<file path="config.mk">
export PLATFORM = sky130hd
export DESIGN_NAME = frame_scanout_reader
export DESIGN_NICKNAME = d
export VERILOG_FILES = /design/src/rtl/frame_buffer_pkg.sv /design/src/rtl/scanout_skid_fifo.sv /design/src/rtl/frame_scanout_reader.sv
export SDC_FILE = /design/constraint.sdc
export NUM_CORES = 1
export LEC_CHECK = 0
export CAP_MARGIN = 20
export CORE_AREA = 2 2 96 168
export CTS_BUF_LIST = sky130_fd_sc_hd__clkbuf_16
export DETAILED_ROUTE_END_ITERATION = 10
export DIE_AREA = 0 0 98 170
export PLACE_DENSITY = 0.82
export SLEW_MARGIN = 20
export SYNTH_ARGS = -nofsm -noshare
export SYNTH_HDL_FRONTEND = slang
export SYNTH_SLANG_ARGS = --single-unit
</file>
<file path="constraint.sdc">
create_clock -name clk_i -period 3.1 [get_ports clk_i]
set_input_delay 0.62 -clock clk_i [delete_from_list [all_inputs] [get_ports clk_i]]
set_output_delay 0.62 -clock clk_i [all_outputs]
set_load 0.02 [all_outputs]
</file>
<file path="src/rtl/frame_buffer_pkg.sv">
// Shared types and frame geometry for the frame-buffer read path.
package frame_buffer_pkg;

  typedef logic [23:0] pixel_t;
  typedef logic [16:0] addr_t;
  typedef logic [8:0]  xcoord_t;
  typedef logic [7:0]  ycoord_t;

  localparam int FRAME_W      = 320;
  localparam int FRAME_H      = 240;
  localparam int FRAME_PIXELS = FRAME_W * FRAME_H;
  localparam addr_t LAST_ADDR = addr_t'(FRAME_PIXELS - 1);

  typedef struct packed {
    logic sof;
    logic eol;
    logic eof;
  } pix_tag_t;

  typedef struct packed {
    pixel_t   pix;
    pix_tag_t tag;
  } fifo_entry_t;

  typedef struct packed {
    logic     valid;
    pix_tag_t tag;
  } tag_beat_t;

  typedef enum logic [1:0] {
    IDLE,
    RUN,
    LAST
  } reader_state_t;

endpackage

</file>
<file path="src/rtl/scanout_skid_fifo.sv">
// First-word-fall-through skid FIFO: a registered output stage backed by a
// DEPTH-1 entry ring, so total capacity is DEPTH and the head is always a flop.
module scanout_skid_fifo
  import frame_buffer_pkg::*;
#(
  parameter int DEPTH = 4
) (
  input  logic                       clk_i,
  input  logic                       reset_ni,
  input  logic                       push_i,
  input  fifo_entry_t                push_data_i,
  input  logic                       ready_i,
  output logic                       valid_o,
  output fifo_entry_t                data_o,
  output logic [$clog2(DEPTH+1)-1:0] count_o
);

  localparam int RING = DEPTH - 1;
  localparam int PW   = (RING > 1) ? $clog2(RING) : 1;
  localparam int CW   = $clog2(DEPTH + 1);

  fifo_entry_t   mem_q [RING];
  logic [PW-1:0] wr_ptr_q, wr_ptr_d, rd_ptr_q, rd_ptr_d;
  logic [CW-1:0] ring_cnt_q, ring_cnt_d;
  fifo_entry_t   out_q, out_d;
  logic          out_valid_q, out_valid_d;
  logic          pop, load_out, take_ring, bypass, ring_wr;

  function automatic logic [PW-1:0] ptr_inc(input logic [PW-1:0] p);
    return (p == PW'(RING - 1)) ? '0 : p + 1'b1;
  endfunction

  // NOTE: every variable gets its default at the top of always_comb so no path can infer a latch.
  always_comb begin
    out_d       = out_q;
    out_valid_d = out_valid_q;
    pop         = out_valid_q & ready_i;
    load_out    = ~out_valid_q | pop;
    take_ring   = load_out & (ring_cnt_q != '0);
    // An empty ring lets a push land straight in the output stage.
    bypass      = load_out & (ring_cnt_q == '0) & push_i;
    ring_wr     = push_i & ~bypass;
    if (load_out) begin
      out_valid_d = take_ring | bypass;
      if (take_ring) begin
        out_d = mem_q[rd_ptr_q];
      end else if (bypass) begin
        out_d = push_data_i;
      end
    end
    wr_ptr_d   = ring_wr ? ptr_inc(wr_ptr_q) : wr_ptr_q;
    rd_ptr_d   = take_ring ? ptr_inc(rd_ptr_q) : rd_ptr_q;
    ring_cnt_d = ring_cnt_q + CW'(ring_wr) - CW'(take_ring);
  end

  // NOTE: state flops use non-blocking assignments so every flop samples pre-edge values.
  always_ff @(posedge clk_i or negedge reset_ni) begin
    if (!reset_ni) begin
      wr_ptr_q    <= '0;
      rd_ptr_q    <= '0;
      ring_cnt_q  <= '0;
      out_q       <= '0;
      out_valid_q <= 1'b0;
    end else begin
      wr_ptr_q    <= wr_ptr_d;
      rd_ptr_q    <= rd_ptr_d;
      ring_cnt_q  <= ring_cnt_d;
      out_q       <= out_d;
      out_valid_q <= out_valid_d;
    end
  end

  // NOTE: storage is not reset; the pointers and count decide which entries are meaningful.
  always_ff @(posedge clk_i) begin
    if (ring_wr) begin
      mem_q[wr_ptr_q] <= push_data_i;
    end
  end

  assign valid_o = out_valid_q;
  assign data_o  = out_q;
  assign count_o = CW'(out_valid_q) + ring_cnt_q;

endmodule

</file>
<file path="src/rtl/frame_scanout_reader.sv">
// Raster-order read master for one 320x240 frame with latency absorption and a
// valid/ready pixel stream. Define FRAME_SCANOUT_STATS_EN to enable stall counting.
module frame_scanout_reader
  import frame_buffer_pkg::*;
#(
  parameter int READ_LATENCY = 2,
  parameter int FIFO_DEPTH   = 4
) (
  input  logic        clk_i,
  input  logic        reset_ni,
  input  logic        enable_i,
  output logic        read_en_o,
  output logic [16:0] read_addr_o,
  input  logic [23:0] rd_pixel_i,
  output logic [23:0] pix_data_o,
  output logic        pix_valid_o,
  input  logic        pix_ready_i,
  output logic        pix_sof_o,
  output logic        pix_eol_o,
  output logic        pix_eof_o,
  output logic        busy_o,
  output logic [15:0] stall_cnt_o
);

  localparam int CW = $clog2(FIFO_DEPTH + 1);

  reader_state_t state_q, state_d;
  addr_t         addr_q, addr_d;
  xcoord_t       x_q, x_d;
  ycoord_t       y_q, y_d;
  logic          read_en_q, read_en_d;
  addr_t         read_addr_q, read_addr_d;
  pix_tag_t      issue_tag_q, issue_tag_d;
  tag_beat_t     pipe_q [READ_LATENCY];

  fifo_entry_t   push_entry, head;
  logic [CW-1:0] fifo_count;
  logic [7:0]    occupancy;
  logic          inflight_any, pop, credit_ok, issue;

  assign pop = pix_valid_o & pix_ready_i;

  // Everything already issued but not yet handed downstream holds a FIFO slot.
  always_comb begin
    occupancy    = 8'(read_en_q) + 8'(fifo_count);
    inflight_any = read_en_q;
    for (int i = 0; i < READ_LATENCY; i++) begin
      occupancy    = occupancy + 8'(pipe_q[i].valid);
      inflight_any = inflight_any | pipe_q[i].valid;
    end
    credit_ok = (int'(occupancy) - int'(pop)) < FIFO_DEPTH;
  end

  always_comb begin
    state_d         = state_q;
    addr_d          = addr_q;
    x_d             = x_q;
    y_d             = y_q;
    issue           = 1'b0;
    issue_tag_d.sof = (addr_q == '0);
    issue_tag_d.eol = (x_q == xcoord_t'(FRAME_W - 1));
    issue_tag_d.eof = (addr_q == LAST_ADDR);
    unique case (state_q)
      IDLE: if (enable_i) state_d = RUN;
      RUN: begin
        if (credit_ok) begin
          issue = 1'b1;
          if (addr_q == LAST_ADDR) begin
            state_d = LAST;
            addr_d  = '0;
            x_d     = '0;
            y_d     = '0;
          end else begin
            addr_d = addr_q + 1'b1;
            if (x_q == xcoord_t'(FRAME_W - 1)) begin
              x_d = '0;
              y_d = (y_q == ycoord_t'(FRAME_H - 1)) ? '0 : y_q + 1'b1;
            end else begin
              x_d = x_q + 1'b1;
            end
          end
        end
      end
      // Enable is only sampled at the frame boundary, so frames are never cut short.
      LAST:    state_d = enable_i ? RUN : IDLE;
      default: state_d = IDLE;
    endcase
    read_en_d   = issue;
    read_addr_d = issue ? addr_q : read_addr_q;
  end

  always_ff @(posedge clk_i or negedge reset_ni) begin
    if (!reset_ni) begin
      state_q     <= IDLE;
      addr_q      <= '0;
      x_q         <= '0;
      y_q         <= '0;
      read_en_q   <= 1'b0;
      read_addr_q <= '0;
      issue_tag_q <= '0;
      for (int i = 0; i < READ_LATENCY; i++) pipe_q[i] <= '0;
    end else begin
      state_q     <= state_d;
      addr_q      <= addr_d;
      x_q         <= x_d;
      y_q         <= y_d;
      read_en_q   <= read_en_d;
      read_addr_q <= read_addr_d;
      issue_tag_q <= issue_tag_d;
      pipe_q[0]   <= '{valid: read_en_q, tag: issue_tag_q};
      for (int i = 1; i < READ_LATENCY; i++) pipe_q[i] <= pipe_q[i-1];
    end
  end

  // The tap lines up with rd_pixel for the address issued READ_LATENCY cycles ago.
  assign push_entry = '{pix: rd_pixel_i, tag: pipe_q[READ_LATENCY-1].tag};

  scanout_skid_fifo #(
    .DEPTH (FIFO_DEPTH)
  ) u_fifo (
    .clk_i       (clk_i),
    .reset_ni    (reset_ni),
    .push_i      (pipe_q[READ_LATENCY-1].valid),
    .push_data_i (push_entry),
    .ready_i     (pix_ready_i),
    .valid_o     (pix_valid_o),
    .data_o      (head),
    .count_o     (fifo_count)
  );

  assign read_en_o   = read_en_q;
  assign read_addr_o = read_addr_q;
  assign pix_data_o  = head.pix;
  assign pix_sof_o   = pix_valid_o & head.tag.sof;
  assign pix_eol_o   = pix_valid_o & head.tag.eol;
  assign pix_eof_o   = pix_valid_o & head.tag.eof;
  assign busy_o      = (state_q != IDLE) | inflight_any | (fifo_count != '0);

`ifdef FRAME_SCANOUT_STATS_EN
  logic [15:0] stall_q, stall_d;

  always_comb begin
    stall_d = stall_q;
    if (pop && pix_sof_o) begin
      stall_d = '0;
    end else if (pix_valid_o && !pix_ready_i && stall_q != 16'hFFFF) begin
      stall_d = stall_q + 1'b1;
    end
  end

  always_ff @(posedge clk_i or negedge reset_ni) begin
    if (!reset_ni) stall_q <= '0;
    else           stall_q <= stall_d;
  end

  assign stall_cnt_o = stall_q;
`else
  assign stall_cnt_o = 16'h0;
`endif

endmodule

</file>
==> metrics.md <==
| Metric | Value |
|---|---|
| Initial antenna violation count | `0` |
| Final Hold Viols | `0` |
| Post-synth EDFFs | `81` |
| Synth Area in Simple Gates | `13.0%` |
| Violations in the final reports | `negative setup slack` |
| Cells after Synth | `660` |
| CP cell instances | `ha_4, ha_4, xor2_4, inv_2, ha_4, ha_4, buf_6, nand4b_1, or3_4, a311oi_2, a21oi_2, inv_2, buf_12, nand4_1, xnor2_1` |
| Most frequent cells in the layout | `91 x dfrtp_1, 81 x edfxtp_1, 77 x nand2_1` |
| Avg Cell Area, Syn | `11.4 sq um` |
| DRC Markers | `0` |
| Gr usage total | `20.0%` |
| Die height | `170 um` |
| Routability cong. | `slightly above 0.9` |
| Fin worst setup slack | `-0.235 ns` |
| P_leak | `~3.8 nW` |
| Max Fclk | `roughly 300 MHz` |
| DR vias/cell | `approximately 5.6` |
| Core footprint | `between 15000 and 20000 sq um` |
| Hold_buf cts | `0` |
| Endpoint class of the critical path | `flip-flop` |
| Root buffer cell | `clkbuf_16` |
| Outcome | `complete, but fails checks` |
| Cell Area, Placed | `between 8000 and 9000 sq um` |
| First-pass GRT wire length | `about 26 mm` |
| Max Cap Viol | `0` |
| Fillers | `about 1100` |
| Unique cell type count in the Yosys netlist | `52` |
| Starting density of the core | `between 40% and 50%` |
| Post-Synth XOR/XNOR Area | `under 10%` |
| # placed instances | `897` |
| Max transition margin | `between 40% and 50%` |
| Synth Area in Adders | `under 10%` |
| Clock Path Buffers | `2` |
| RSZ-0062 raised after global routing | `true` |
| Synthesized flop and latch total | `roughly 170` |
| Most used cell, CP | `ha_4` |
| Clk_skew | `slightly below 0.009 ns` |
| Die ar. | `around 17000 sq um` |
| Worst-path maximum fanout | `8` |
| Design Area, Final | `roughly 9400 sq um` |
| WS Path Type | `flip-flop to flip-flop` |
| Final Cycle Share | `108%` |
| Total power | `12.5 mW` |
| Commonest non-fill, non-tap cell in the layout | `dfrtp_1` |
| Largest family of logic cells by synthesized area | `simple AND/OR/NAND/NOR gates` |
| Port buffer count | `74` |
| Row count | `60` |
| Predominant post-synthesis flop cell | `dfrtp_1` |
| Number of antenna diodes | `0` |
| Req. time, crit path | `roughly 3.4 ns` |
| Final setup fails | `44` |
| Sequential area share after synthesis | `a little over three fifths` |
| P&R area growth vs syn | `25.7%` |
| Routed WL | `about 17 mm` |
| CP arrival | `~3.6 ns` |
| CTS H-tree lvls | `4` |
| Nets@finish | `792` |
| I/O Pins | `91` |
| Initial drt markers | `between 300 and 400` |
| Post-synthesis mux area share | `under 10%` |
| Crit start category | `flip-flop` |
| VDD IR-drop max | `1.69 mV` |
| Dpl hpwl | `about 10 mm` |
| DR vias | `about 5300` |
| Clk_lat worst skew | `around 0.42 ns` |
| Die width | `between 90 and 100 um` |
| CTS Sinks | `173` |
| Compound-Gate Fraction of Synth Area | `between 10% and 20%` |
| Vias in the first global route | `roughly 5500` |
| Overflow after GRT | `0` |
| Fin cells | `~950` |
| FF+latch area | `4740 sq um` |
| TritonCTS buffer count | `17` |
| Cell area after synthesis | `between 7000 and 8000 sq um` |
| Pre-CTS WS | `-0.778 ns` |
| PwrDens | `1320 nW/um^2` |
| DRT antenna net count | `0` |
| Max-slew violations | `0` |
| Critical-path top delay cell | `dfrtp_2` |
| First-pass iteration count of the detailed router | `6` |
| Critical path's largest stage delay | `approximately 0.43 ns` |
| Share of cells above drive strength 1 | `about 17%` |
| Final min period | `approximately 3.3 ns` |
| DR WL/cell | `between 15 and 20 um` |
| Worst hold path type | `primary input to asynchronous set/reset pin` |
| Synth async-reset ratio | `between 50 and 60%` |
| Synth warn | `0` |
| Clock Pin Slew Worst Setup and Hold Paths | `approximately 0.070 ns` |
| Largest net degree at the start of global routing | `a little over 50` |
| Multi-input gate area | `approximately 2600 sq um` |
| CTS tree | `built` |
| Slew of the pin with the lowest slew margin | `0.808 ns` |
flip-flops by register name, summed over array words and instances, names as in the netlist:
name	count
u_fifo.mem_q	81
issue_tag_q	3
pipe_q	8
u_fifo.rd_ptr_q	2
addr_q	17
x_q	9
read_en_o	1
u_fifo.ring_cnt_q	3
read_addr_o	17
state_q	2
u_fifo.data_o	27
u_fifo.valid_o	1
u_fifo.wr_ptr_q	2
through the flow:
step / TNS (ns) / util, % / hold WS [ns]
after floorplan: -1.43 / - / 0.324
final: -5.65 / 61.9 / 0.224
after global placement: -25.67 / 55.7 / 0.333
after detailed placement: -30.58 / 55.7 / 0.335
after CTS: -2.49 / 61.2 / 0.237
after global routing: -8.32 / 61.9 / 0.252
synthesized netlist by cell type (2+ instances only):
master | number | area share (%)
and3b_1 | 2 | 0.23
mux2i_1 | 20 | 2.7
fa_1 | 2 | 0.53
and3_1 | 5 | 0.42
nor2b_1 | 5 | 0.42
buf_1 | 7 | 0.35
nand2_1 | 89 | 4.4
buf_4 | 41 | 4.1
and4_1 | 2 | 0.23
o31ai_1 | 6 | 0.60
nor3_1 | 10 | 0.67
nor4_1 | 4 | 0.33
nand3b_1 | 3 | 0.30
a221o_1 | 7 | 0.93
buf_2 | 3 | 0.20
and2_1 | 4 | 0.33
a21oi_1 | 51 | 3.4
ha_1 | 14 | 2.3
o21ai_1 | 7 | 0.47
nand3_1 | 14 | 0.93
xnor2_1 | 9 | 1.1
a21o_1 | 4 | 0.40
or3_1 | 3 | 0.25
clkbuf_1 | 17 | 0.85
nand2b_1 | 4 | 0.33
nor3b_1 | 3 | 0.30
o21ai_0 | 48 | 3.2
dfrtp_1 | 92 | 31
edfxtp_1 | 81 | 32
inv_1 | 19 | 0.95
nor2_1 | 57 | 2.9
nand4_1 | 7 | 0.58
layout make-up:
cell class / instances / share of cell area [%]
flip-flops and latches: 173 / 50.2
repair buffers: 122 / 12.9
clock inverters: 15 / 1.37
multi-input cells: 414 / 27.8
clock buffers: 17 / 4.51
well taps: 186 / 2.47
inverters: 20 / 0.796
where the power goes:
part | leakage, nW | switching [mW] | internal, mW | total (mW)
logic | 1.65 | 3.79 | 3.26 | 7.05
clock network | 0.261 | 0.944 | 1.05 | 2.00
registers | 1.91 | 0.354 | 3.09 | 3.44
total | 3.83 | 5.09 | 7.40 | 12.5
repair_timing:
item,4_1_cts,5_1_grt
pin swaps,11,14
resized for setup,38,28
gates cloned,1,0
setup endpoints to repair,44,44
setup buffers,13,5
metal layers:
metal  GRT usage [%]  part of all wire [%]  wire, um
met3            5.13                   4.7       796
met5               0                     0         0
met2            37.1                    56      9440
met1            21.0                    35      5960
met4            9.18                   3.8       641
path summary, 6_finish.rpt:
kind | from | end | slack (ns) | cells after the start
worst max-delay path | u_fifo.valid_o | addr_q[4] | -0.24 | 15
worst min-delay path | reset_ni | u_fifo.data_o[11] | 0.22 | 1
worst max register to register | u_fifo.valid_o | addr_q[4] | -0.24 | 15
worst min register to register | pipe_q[4] | pipe_q[0] | 0.35 | 0
max in group asynchronous | reset_ni | u_fifo.data_o[20] | 2.15 | 2
min in group clk_i | pipe_q[4] | pipe_q[0] | 0.35 | 0
cells by family after synthesis:
family | Yosys count
compound gates | 135
mux | 21
fa+ha+maj | 16
buf+inv | 88
simple gates | 216
xor+xnor | 10
other cells | 1
flops | 173
critical path, delay by kind of cell (launching register included):
family | cells | cell delay [ns]
XOR/XNOR | 2 | 0.30
adder cells (fa/ha/maj) | 4 | 0.82
AO/OA/AOI/OAI | 2 | 0.44
flip-flops | 1 | 0.43
AND/OR/NAND/NOR | 3 | 0.71
buffers and inverters | 4 | 0.49
(Power assumes the default switching activity.)
